===== config.mk =====
export PLATFORM = sky130hd
export DESIGN_NAME = match_event_counter
export DESIGN_NICKNAME = d
export VERILOG_FILES = /design/src/rtl/seg7_pkg.sv /design/src/rtl/bcd_to_seg7.sv /design/src/rtl/match_event_counter.sv
export SDC_FILE = /design/constraint.sdc
export NUM_CORES = 1
export LEC_CHECK = 0
export CORE_MARGIN = 1.5
export CORE_UTILIZATION = 46
export CTS_CLUSTER_SIZE = 14
export DETAILED_ROUTE_END_ITERATION = 12
export GPL_ROUTABILITY_DRIVEN = 0
export PLACE_DENSITY = 0.88
export SYNTH_ARGS = -nofsm -noshare
export SYNTH_HDL_FRONTEND = slang
export SYNTH_SLANG_ARGS = --single-unit

===== constraint.sdc =====
create_clock -name clk -period 2.4 [get_ports clk]
set_clock_uncertainty 0.15 [all_clocks]
set_input_delay 0.6 -clock clk [delete_from_list [all_inputs] [get_ports clk]]
set_output_delay 0.6 -clock clk [all_outputs]
set_load 0.03 [all_outputs]

===== src/rtl/seg7_pkg.sv =====
// rtl/seg7_pkg.sv - active-low 7-segment codes and BCD limits
package seg7_pkg;
  // Bit order gfedcba, segment on when bit is 0
  localparam logic [6:0] SEG_0     = 7'b1000000;
  localparam logic [6:0] SEG_1     = 7'b1111001;
  localparam logic [6:0] SEG_2     = 7'b0100100;
  localparam logic [6:0] SEG_3     = 7'b0110000;
  localparam logic [6:0] SEG_4     = 7'b0011001;
  localparam logic [6:0] SEG_5     = 7'b0010010;
  localparam logic [6:0] SEG_6     = 7'b0000010;
  localparam logic [6:0] SEG_7     = 7'b1111000;
  localparam logic [6:0] SEG_8     = 7'b0000000;
  localparam logic [6:0] SEG_9     = 7'b0010000;
  localparam logic [6:0] SEG_BLANK = 7'b1111111;

  localparam logic [3:0] BCD_MAX   = 4'd9;
endpackage


===== src/rtl/bcd_to_seg7.sv =====
// rtl/bcd_to_seg7.sv - combinational BCD digit to active-low 7-segment decode
module bcd_to_seg7
  import seg7_pkg::*;
(
  input  logic [3:0] bcd,
  output logic [6:0] seg
);

  always_comb begin
    seg = SEG_BLANK;
    case (bcd)
      4'd0: seg = SEG_0;
      4'd1: seg = SEG_1;
      4'd2: seg = SEG_2;
      4'd3: seg = SEG_3;
      4'd4: seg = SEG_4;
      4'd5: seg = SEG_5;
      4'd6: seg = SEG_6;
      4'd7: seg = SEG_7;
      4'd8: seg = SEG_8;
      4'd9: seg = SEG_9;
      default: seg = SEG_BLANK;
    endcase
  end

endmodule


===== src/rtl/match_event_counter.sv =====
// rtl/match_event_counter.sv - BCD count of detector matches with HEX display and stretched LED
module match_event_counter
  import seg7_pkg::*;
#(
  parameter int DIGITS   = 2,
  parameter int STRETCH  = 3,
  parameter int SATURATE = 0
) (
  input  logic                  clk,
  input  logic                  resetn,
  input  logic                  match,
  input  logic                  clr,
  input  logic                  hold,
  output logic [4*DIGITS-1:0]   count_bcd,
  output logic [7*DIGITS-1:0]   hex,
  output logic                  ovf,
  output logic                  match_led
);

  localparam int SW = $clog2(STRETCH + 1);

  logic [4*DIGITS-1:0] count_q, count_d, inc;
  logic                ovf_q, ovf_d;
  logic [SW-1:0]       stretch_q, stretch_d;
  logic                carry;

  // Ripple BCD increment; carry left set means every digit was 9
  always_comb begin
    inc   = count_q;
    carry = 1'b1;
    for (int k = 0; k < DIGITS; k++) begin
      if (carry) begin
        if (count_q[4*k +: 4] == BCD_MAX) begin
          inc[4*k +: 4] = 4'd0;
        end else begin
          inc[4*k +: 4] = count_q[4*k +: 4] + 4'd1;
          carry         = 1'b0;
        end
      end
    end
  end

  always_comb begin
    count_d = count_q;
    ovf_d   = ovf_q;
    if (clr) begin
      count_d = '0;
      ovf_d   = 1'b0;
    end else if (!hold && match) begin
      ovf_d   = ovf_q | carry;
      count_d = (carry && (SATURATE != 0)) ? count_q : inc;
    end
  end

  // LED stretch is independent of clr/hold so every sampled match is visible
  always_comb begin
    stretch_d = stretch_q;
    if (match) begin
      stretch_d = SW'(STRETCH);
    end else if (stretch_q != '0) begin
      stretch_d = stretch_q - SW'(1);
    end
  end

  always_ff @(posedge clk or negedge resetn) begin
    if (!resetn) begin
      count_q   <= '0;
      ovf_q     <= 1'b0;
      stretch_q <= '0;
    end else begin
      count_q   <= count_d;
      ovf_q     <= ovf_d;
      stretch_q <= stretch_d;
    end
  end

  assign count_bcd = count_q;
  assign ovf       = ovf_q;
  assign match_led = (stretch_q != '0);

  for (genvar k = 0; k < DIGITS; k++) begin : g_digit
    bcd_to_seg7 u_seg (
      .bcd (count_q[4*k +: 4]),
      .seg (hex[7*k +: 7])
    );
  end

endmodule

# Word level (Yosys, flattened, before mapping)

Memories as Yosys holds them, arrays and structs flattened.
Cells that the tools add are included.

Flip-flop bits (word level): 11
Latch bits: 0
Memory bits (writable): 0
ROM bits: 224
Bits of input ports: 5
Output and inout port bits: 24
Word-level logic and storage cells: 31
Memories kept: 2

Memory list:

| memory           | words | bits a word | rd ports | clocked after Yosys merged registers in | write ports | RTL line          | source |
|---|---|---|---|---|---|---|---|
| (name not given) | 16    | 7           | 1        | 0                                       | 0           | bcd_to_seg7.sv:11 | `case (bcd)` |
| (name not given) | 16    | 7           | 1        | 0                                       | 0           | bcd_to_seg7.sv:11 |  |

Add/sub/neg operators: 3
Multipliers: 0
Divide/modulo/power cells: 0
$lt $le $gt $ge: 0
Equal/unequal tests: 2
Shifts and indexed selects: 0
Mux-type cells: 12
Bitwise operators: 1
Reduce and logical (&&, ||, !) cells: 7

Operators by type and width:

| kind                  | number |
|---|---|
| $mux W8               | 2 |
| $mux W4               | 3 |
| $add A4 B1 Y4 const B | 2 |
| $eq A4 B4 Y1 const B  | 2 |
| $reduce_bool A2 Y1    | 4 |
| $mux W1               | 5 |
| $mux W2               | 2 |
| $reduce_and A2 Y1     | 1 |
| $sub A2 B1 Y2 const B | 1 |
| $logic_and A1 B1 Y1   | 1 |
| $logic_not A1 Y1      | 1 |
| $or A1 B1 Y1          | 1 |

# Longest topological paths before layout

Depth in word-level cells: 6
Depth in mapped cells: 5
Mapped depth without buffers: 5

# Cells and area by module

From an unflattened synthesis, not the netlist that was laid out.

Cells, all modules: 127
Area, all modules: 1,014.7 um^2

By module, submodules not included:

| module              | instances | cells an instance | area each (um^2) | sequential area each (um^2) |
|---|---|---|---|---|
| match_event_counter | 1         | 61                | 594.3            | 275.3 |
| bcd_to_seg7         | 2         | 33                | 210.2            | 0.0 |

# Least setup slack after synthesis

OpenSTA, ideal clock, no wires.

Path type: register to output
Start point: register count_q[5] (netlist: count_bcd[5])
End point: output hex[11]
Arrival time: 1,754 ps
Required time: 1,650 ps
Slack: -104 ps
Cell stages (with the launch flop): 6
Buffers on the path: 0
Cell sequence: dfrtp_1 inv_1 ha_1 nand2_1 o21ai_0 o21ai_0

Cells in the longest elaborated chain, start to end: 1

RTL lines:

| item                   | RTL line                  | source |
|---|---|---|
| start, declared        | match_event_counter.sv:22 | `logic [4*DIGITS-1:0] count_q, count_d, inc;` |
| start signal, assigned | match_event_counter.sv:71 | `count_q <= count_d;` |
| $mem_v2 Z16 W7         | n/a                       |  |
| end, declared          | match_event_counter.sv:15 | `output logic [7*DIGITS-1:0] hex,` |

Every way passes these cells.

# Worst setup path in the final report

Start point: register count_q[5] (netlist: count_bcd[5])
End point: output hex[8]

The elaborated chain is that of the path after synthesis.

==> results_dict.tcl <==
set metrics [dict create \
    worstPathRequired_ps 1650 \
    p_seq_share_pct 42.4 \
    max_stage_delay_ps 390 \
    dp.final_hpwl_um 2023 \
    p_sw_uw 155.5 \
    netlist_instances 123 \
    core_area_um2 1982 \
    synth_fp_nets 139 \
    vias_per_cell 5.409 \
    drc 0 \
    first_global_vias 1116 \
    synth-seq-area-share_pct 28.10 \
    crit_path_top_delay_cell "dfrtp_1" \
    areaGrowthSynthToFinish_pct 49.94 \
    rows 16 \
    end_kind "output pin" \
    track_usage_pct 23.82 \
    cts_tree "yes" \
    fin_crit_sh_pct 97.44 \
    wire_per_inst_um 13.90 \
    drt-total-wl_um 2753 \
    swShare_pct 33.00 \
    portBuffers 28 \
    status "completed" \
    setup_viol 0 \
    rrSetupSlack_ps 740 \
    htreeDepth 1 \
    reg2reg_to "count_bcd[4]$_DFFE_PN0P_" \
    cts_hold_buf 0 \
    p_leak_nw 0.6732 \
    crit_top_cell "buf_4" \
    fmax_ghz 0.4276 \
    cts_buffer_depth 2 \
    ys_ff_latch 11 \
    grtUsageMet3_pct 3.067 \
    hold_class "flop to flop" \
    drt_first_pass_iters 4 \
    ys_types 30 \
    antenna_found_initial 0 \
    syn_avg_cell_area_um2 7.965 \
    placed_cells 191 \
    period_minus_slack_ps 2339 \
    min_from "ovf$_DFFE_PN0P_" \
    maxCapViolCount 0 \
    antennaDiodeCount 0 \
    slew_headroom_pct 65.47 \
    p_comb_share_pct 29.2 \
    top_usage_layer "met2" \
    drtAntennaViolNets 0 \
    drt_iter0_drc 29 \
    use_met2_pct 43.24 \
    yosys_warnings 0 \
    slew_viol_final 0 \
    grt_max_degree 12 \
    dp_worst_setup_slack_ps -121.5 \
    cellInternalPower_uw 315.6 \
    die_w_um 49.15 \
    grt_overflow 0 \
    cts_sinks 11 \
    power.share.clock_pct 28.5 \
    critPathKind "flop to output pin" \
    irDropWorstVdd_uv 291.2 \
    clk_latency_ps 280 \
    io_pins 29 \
    rr_worst_depth 4 \
    dr_total_vias 1071 \
    cp_max_fo 3 \
    cts-buffers-inserted 3 \
    power_density_nw_per_um2 320.7 \
    path_clk_slew_ps 90 \
    setup_slack_ps 61.49 \
    final-hold-violation-count 0 \
    crit_path_end "hex[8]" \
    nets 188 \
    root_buffer "clkbuf_4" \
    met1_usage_pct 28.13 \
    tightest_slew_ps 516.3 \
    start_kind "flop" \
    finalPower_uw 471.1 \
    worstPathCellList "inv_1 > buf_4 > ha_4 > buf_4 > o21ai_1 > o21ai_1 > buf_4" \
    worstPathArrival_ps 1590 \
    chipHeight_um 49.15 \
    reg2reg_from "count_bcd[2]$_DFFE_PN0P_" \
    start_util_pct 49.43 \
    final_cell_count_no_fill 198 \
    grt_pass1_wl_um 4636 \
    layout-drive-gt1-share_pct 32.16 \
    fin_tns_setup_ps 0 \
    startpoint "count_bcd[5]$_DFFE_PN0P_" \
    netlist_area_um2 979.7 \
    die_area_um2 2416 \
]
-- worst min-delay path by stage --
stage | cells after the start | end
2_1_floorplan | 0 | count_bcd[0]$_DFFE_PN0P_
3_3_place_gp | 1 | ovf$_DFFE_PN0P_
3_5_place_dp | 1 | ovf$_DFFE_PN0P_
4_1_cts | 1 | ovf$_DFFE_PN0P_
5_1_grt | 1 | ovf$_DFFE_PN0P_
6_report | 1 | ovf$_DFFE_PN0P_
-- power groups by stage --
stage / combinational, mW / clock (mW) / sequential [mW]
final: 0.137 / 0.134 / 0.200
after CTS: 0.133 / 0.131 / 0.199
after detailed placement: 0.135 / 0 / 0.203
after global routing: 0.150 / 0.144 / 0.200
after global placement: 0.130 / 0 / 0.202
after floorplan: 0.0742 / 0 / 0.209
-- what timing repair did --
action | 4_1_cts | 5_1_grt
pin swaps | 0 | 2
gates cloned | 0 | 0
buffers inserted | 0 | 3
resized for setup | 29 | 24
endpoints found under the setup margin | 11 | 10
-- layout make-up --
class / count / area (um2)
multi-input combinational: 93 / 688.2
tap: 27 / 33.78
timing repair buffer: 49 / 390.4
clock inverter: 1 / 5.005
sequential: 11 / 276.5
inverter: 14 / 52.55
fill: 147 / 513.0
clock buffer: 3 / 22.52
-- cell usage in the layout (no fill, tap or decap), types with 4 or more instances in the layout --
master / n
buf_4: 30
inv_1: 13
clkdlybuf4s50_1: 11
nand2b_1: 10
a21oi_1: 10
dfrtp_1: 10
o21ai_0: 9
nor2_1: 8
ha_1: 8
buf_2: 4
-- per-layer routing --
layer	part of all wire (%)	vias to the layer above	wire length [um]
li1	-	526	-
met3	5.7	2	158
met2	52	44	1435
met4	0.36	0	10
met5	0	-	0
met1	42	499	1148
-- kinds of logic after synthesis --
family	count (synthesis)	share of synthesized area (%)
mux	1	1.022
simple gates	41	24.14
flops	11	28.10
xor+xnor	4	3.577
fa+ha+maj	11	14.05
buf+inv	19	7.790
compound gates	36	21.33
-- through the flow --
stage / util [%] / hold WS [ps] / area (um2)
4_1_cts: 71.91 / 357.1 / 1425
5_1_grt: 74.12 / 368.9 / 1469
3_5_place_dp: 70.64 / 338.2 / 1400
2_1_floorplan: - / 154.4 / 992.2
6_report: 74.12 / 348.1 / 1469
3_3_place_gp: 70.64 / 327.4 / 1400
-- synth_stat cells (all sizes together) --
| cell | instances | area (um2) |
|---|---|---|
| a211oi | 2 | 15.01 |
| xor2 | 2 | 17.52 |
| a41oi | 1 | 8.760 |
| and4bb | 1 | 12.51 |
| and2b | 1 | 10.01 |
| ha | 11 | 137.6 |
| dfrtp | 11 | 275.3 |
| nand2 | 3 | 11.26 |
| o211ai | 1 | 7.510 |
| a311oi | 1 | 8.760 |
| o2bb2ai | 1 | 8.760 |
| nand3b | 3 | 22.52 |
| nor2 | 10 | 37.54 |
| o21ai | 12 | 60.06 |
| nand3 | 2 | 10.01 |
| a21oi | 12 | 60.06 |
| inv | 14 | 52.55 |
| o31ai | 1 | 7.510 |
| nand4bb | 1 | 11.26 |
| nor3 | 3 | 15.01 |
| mux2i | 1 | 10.01 |
| buf | 5 | 23.77 |
| or2 | 3 | 18.77 |
| a31oi | 4 | 25.02 |
| o21a | 1 | 7.510 |
| nand4 | 3 | 18.77 |
| nand2b | 10 | 62.56 |
| nor2b | 1 | 6.260 |
| xnor2 | 2 | 17.52 |
-- worst max-delay path: cells and delay by family (launching register included) --
family	cells	cell delay [ps]
buffers and inverters	4	530
adder cells (fa/ha/maj)	1	190
flip-flops	1	390
AO/OA/AOI/OAI	2	210
-- state kept, by name, indices dropped and copies added (netlist names) --
| name | cells |
|---|---|
| count_bcd | 8 |
| stretch_q | 2 |
| ovf | 1 |
Power figures use the tool's default switching activity.
==> RTL edit 1 (same settings) <==
Add an input register stage for `match`, `clr` and `hold`, cleared by the reset; this delays them by one clock.
--- a/src/rtl/match_event_counter.sv
+++ b/src/rtl/match_event_counter.sv
@@ -18,6 +18,22 @@
 );
 
   localparam int SW = $clog2(STRETCH + 1);
+
+  logic match_q;
+  logic clr_q;
+  logic hold_q;
+
+  always_ff @(posedge clk or negedge resetn) begin
+    if (!resetn) begin
+      match_q <= '0;
+      clr_q   <= '0;
+      hold_q  <= '0;
+    end else begin
+      match_q <= match;
+      clr_q   <= clr;
+      hold_q  <= hold;
+    end
+  end
 
   logic [4*DIGITS-1:0] count_q, count_d, inc;
   logic                ovf_q, ovf_d;
@@ -43,10 +59,10 @@
   always_comb begin
     count_d = count_q;
     ovf_d   = ovf_q;
-    if (clr) begin
+    if (clr_q) begin
       count_d = '0;
       ovf_d   = 1'b0;
-    end else if (!hold && match) begin
+    end else if (!hold_q && match_q) begin
       ovf_d   = ovf_q | carry;
       count_d = (carry && (SATURATE != 0)) ? count_q : inc;
     end
@@ -55,7 +71,7 @@
   // LED stretch is independent of clr/hold so every sampled match is visible
   always_comb begin
     stretch_d = stretch_q;
-    if (match) begin
+    if (match_q) begin
       stretch_d = SW'(STRETCH);
     end else if (stretch_q != '0) begin
       stretch_d = stretch_q - SW'(1);
Behaviour: not the same (Yosys sat finds a counterexample within 4 cycles, from zero or initial values and one cycle with resetn low).
==> RTL edit 1 against the original RTL <==
Area after synthesis is 7.0% higher; cell area decreased by 1.3%; setup slack improved by 12 ps; power up 13%; sequential cell count increased by 3; via count rose by 1.8%; wire length shrank 3.0%; clock power up 28%; utilization is 7.9 points lower; critical endpoint is now count_bcd[2].
==> RTL edit 1: results <==
set metrics [dict create \
    outcome "complete, no violations" \
    cts_resized 27 \
    vias 1090 \
    synthMuxAreaShare_pct 0.955 \
    crit_slowest_cell "clkdlybuf4s50_1" \
    netlist_instances 127 \
    intPower_uw 385 \
    synthesis.area_um2 1050 \
    p_leak_uw 0.000655 \
    grt_max_degree 16 \
    startpoint "count_bcd[2]" \
    ir_drop_v 0.000299 \
    num-nonclk-inverters 12 \
    nNetsFinal 184 \
    fin_util_pct 66.2 \
    reg2reg_to "count_bcd[7]" \
    buffer_area_share_pct 23.9 \
    nClkBuffers 4 \
    grt_pass1_vias 1043 \
    drive_above_1_share_pct 25.7 \
    synth-seq-area-share_pct 33.4 \
    dp_cells 190 \
    critPathCapture "count_bcd[2]" \
    synth_xor_area_share_pct 2.51 \
    syn_nets 143 \
    reg2reg_depth 6 \
]
-- RTL edit 1: cell types whose count changed in the layout (fill, tap and decap cells not counted), moves of 3 or more --
cell	before	now
o21ai_1	3	8
or2_1	0	3
o21ai_0	9	4
nand2_1	3	6
inv_1	13	9
buf_4	30	23
or2_2	3	0
-- RTL edit 1: worst reg2reg max path, delay by kind of cell, from the launching register on --
family | cells | cell delay (ps)
AO/OA/AOI/OAI | 2 | 400
buffers and inverters | 2 | 230
flip-flops | 1 | 380
AND/OR/NAND/NOR | 1 | 190
adder cells (fa/ha/maj) | 1 | 190
-- RTL edit 1: routing by layer --
| metal | track usage, % | wire length, um | vias to the layer above |
|---|---|---|---|
| met3 | 2.98 | 117 | 4 |
| met1 | 29.1 | 1190 | 524 |
| li1 | - | - | 514 |
| met2 | 40.4 | 1340 | 48 |
| met4 | 9.01 | 27 | 0 |
| met5 | 0 | 0 | - |
==> RTL edit 2 (same flow settings) <==
Made on the original files. `STRETCH`: 3 -> 2.
--- a/src/rtl/match_event_counter.sv
+++ b/src/rtl/match_event_counter.sv
@@ -3,7 +3,7 @@
   import seg7_pkg::*;
 #(
   parameter int DIGITS   = 2,
-  parameter int STRETCH  = 3,
+  parameter int STRETCH  = 2,
   parameter int SATURATE = 0
 ) (
   input  logic                  clk,
Formal check against the unedited RTL: not equivalent (a bounded check fails within 4 cycles, from zero or initial values and one cycle with resetn low).
==> RTL edit 2 against the original RTL <==
Sequential power grew 5%; setup slack lost 5.1 ps; cell area shrank 0.34%; sequential cell count is the same; power grew 12%; area after synthesis shrank 0.26%; sequential share of layout area grew 0.15 points; utilization shrank 0.25 points; worst hold slack lost 5.6 ps; combinational power grew 36%; clock power shrank 3%; wire length shrank 0.25%; critical path type unchanged; largest cell class unchanged.
==> RTL edit 2: results <==
set metrics [dict create \
    dp_hpwl_um 2040 \
    wl_met3_um 145 \
    synthTopCellsByCount "inv_1 (14), a21oi_1 (12), o21ai_0 (12)" \
    cp_slowest_stage_delay_ps 410 \
    worstMarginPinSlew_ps 495 \
    ir_drop_v 0.000405 \
    synth_compound_area_share_pct 21.4 \
    drive_above_1_share_pct 32.7 \
    place_ws_ps -86.6 \
    synth_xor_area_share_pct 3.59 \
    clockPowerShare_pct 24.6 \
    period_needed_ps 2340 \
    grtUsageTotal_pct 24.4 \
    critPathMaxFanout 7 \
    swShare_pct 34.4 \
    wl_um 2750 \
    critPathCapture "hex[1]" \
    synthAdderAreaFrac_pct 14.1 \
    grtUsageMet1_pct 28.0 \
    wl_met2_um 1380 \
    cts_resized 30 \
    reg2reg_to "count_bcd[6]" \
    nFillCells 135 \
    seqPwrFrac_pct 40.0 \
    nNetsFinal 185 \
    wl_met1_um 1140 \
    vias_per_cell 5.53 \
    synthTopCellsByArea "dfrtp_1 (28%), ha_1 (14%), a21oi_1 (6.1%)" \
    p_leak_uw 0.000673 \
    dr.first_iter.drc_count 28 \
    grt_pass1_vias 1070 \
    synthMuxAreaShare_pct 1.02 \
    met3_usage_pct 3.37 \
    use_met2_pct 41.9 \
    outcome "complete, no violations" \
    startpoint "count_bcd[0]" \
    grt_pass1_wl_um 4620 \
]
[RTL edit 2: cell count changes in the layout (fill, tap and decap cells not counted), sizes merged]
cell / unedited run / this run
buf: 34 / 29
clkbuf: 4 / 6
clkdlybuf4s15: 0 / 1
clkinv: 1 / 0
dlygate4sd2: 2 / 1
dlymetal6s2s: 1 / 2
nand2b: 10 / 9
nor2: 10 / 11
[RTL edit 2: stage by stage]
| stage | hold WS (ps) | setup TNS [ps] | instance area, um2 | power [uW] |
|---|---|---|---|---|
| after global routing | 403 | -158 | 1460 | 567 |
| after CTS | 350 | -75.9 | 1430 | 523 |
| final | 343 | 0 | 1460 | 528 |
| after global placement | 331 | -196 | 1400 | 391 |
| after floorplan | 154 | -44.3 | 990 | 332 |
| after detailed placement | 334 | -327 | 1400 | 400 |
[RTL edit 2: layout make-up]
class / count / area share, %
multi-input combinational: 93 / 47.4
tap: 27 / 2.31
inverter: 14 / 3.59
sequential: 11 / 19.0
clock buffer: 4 / 1.79
timing repair buffer: 46 / 26.0
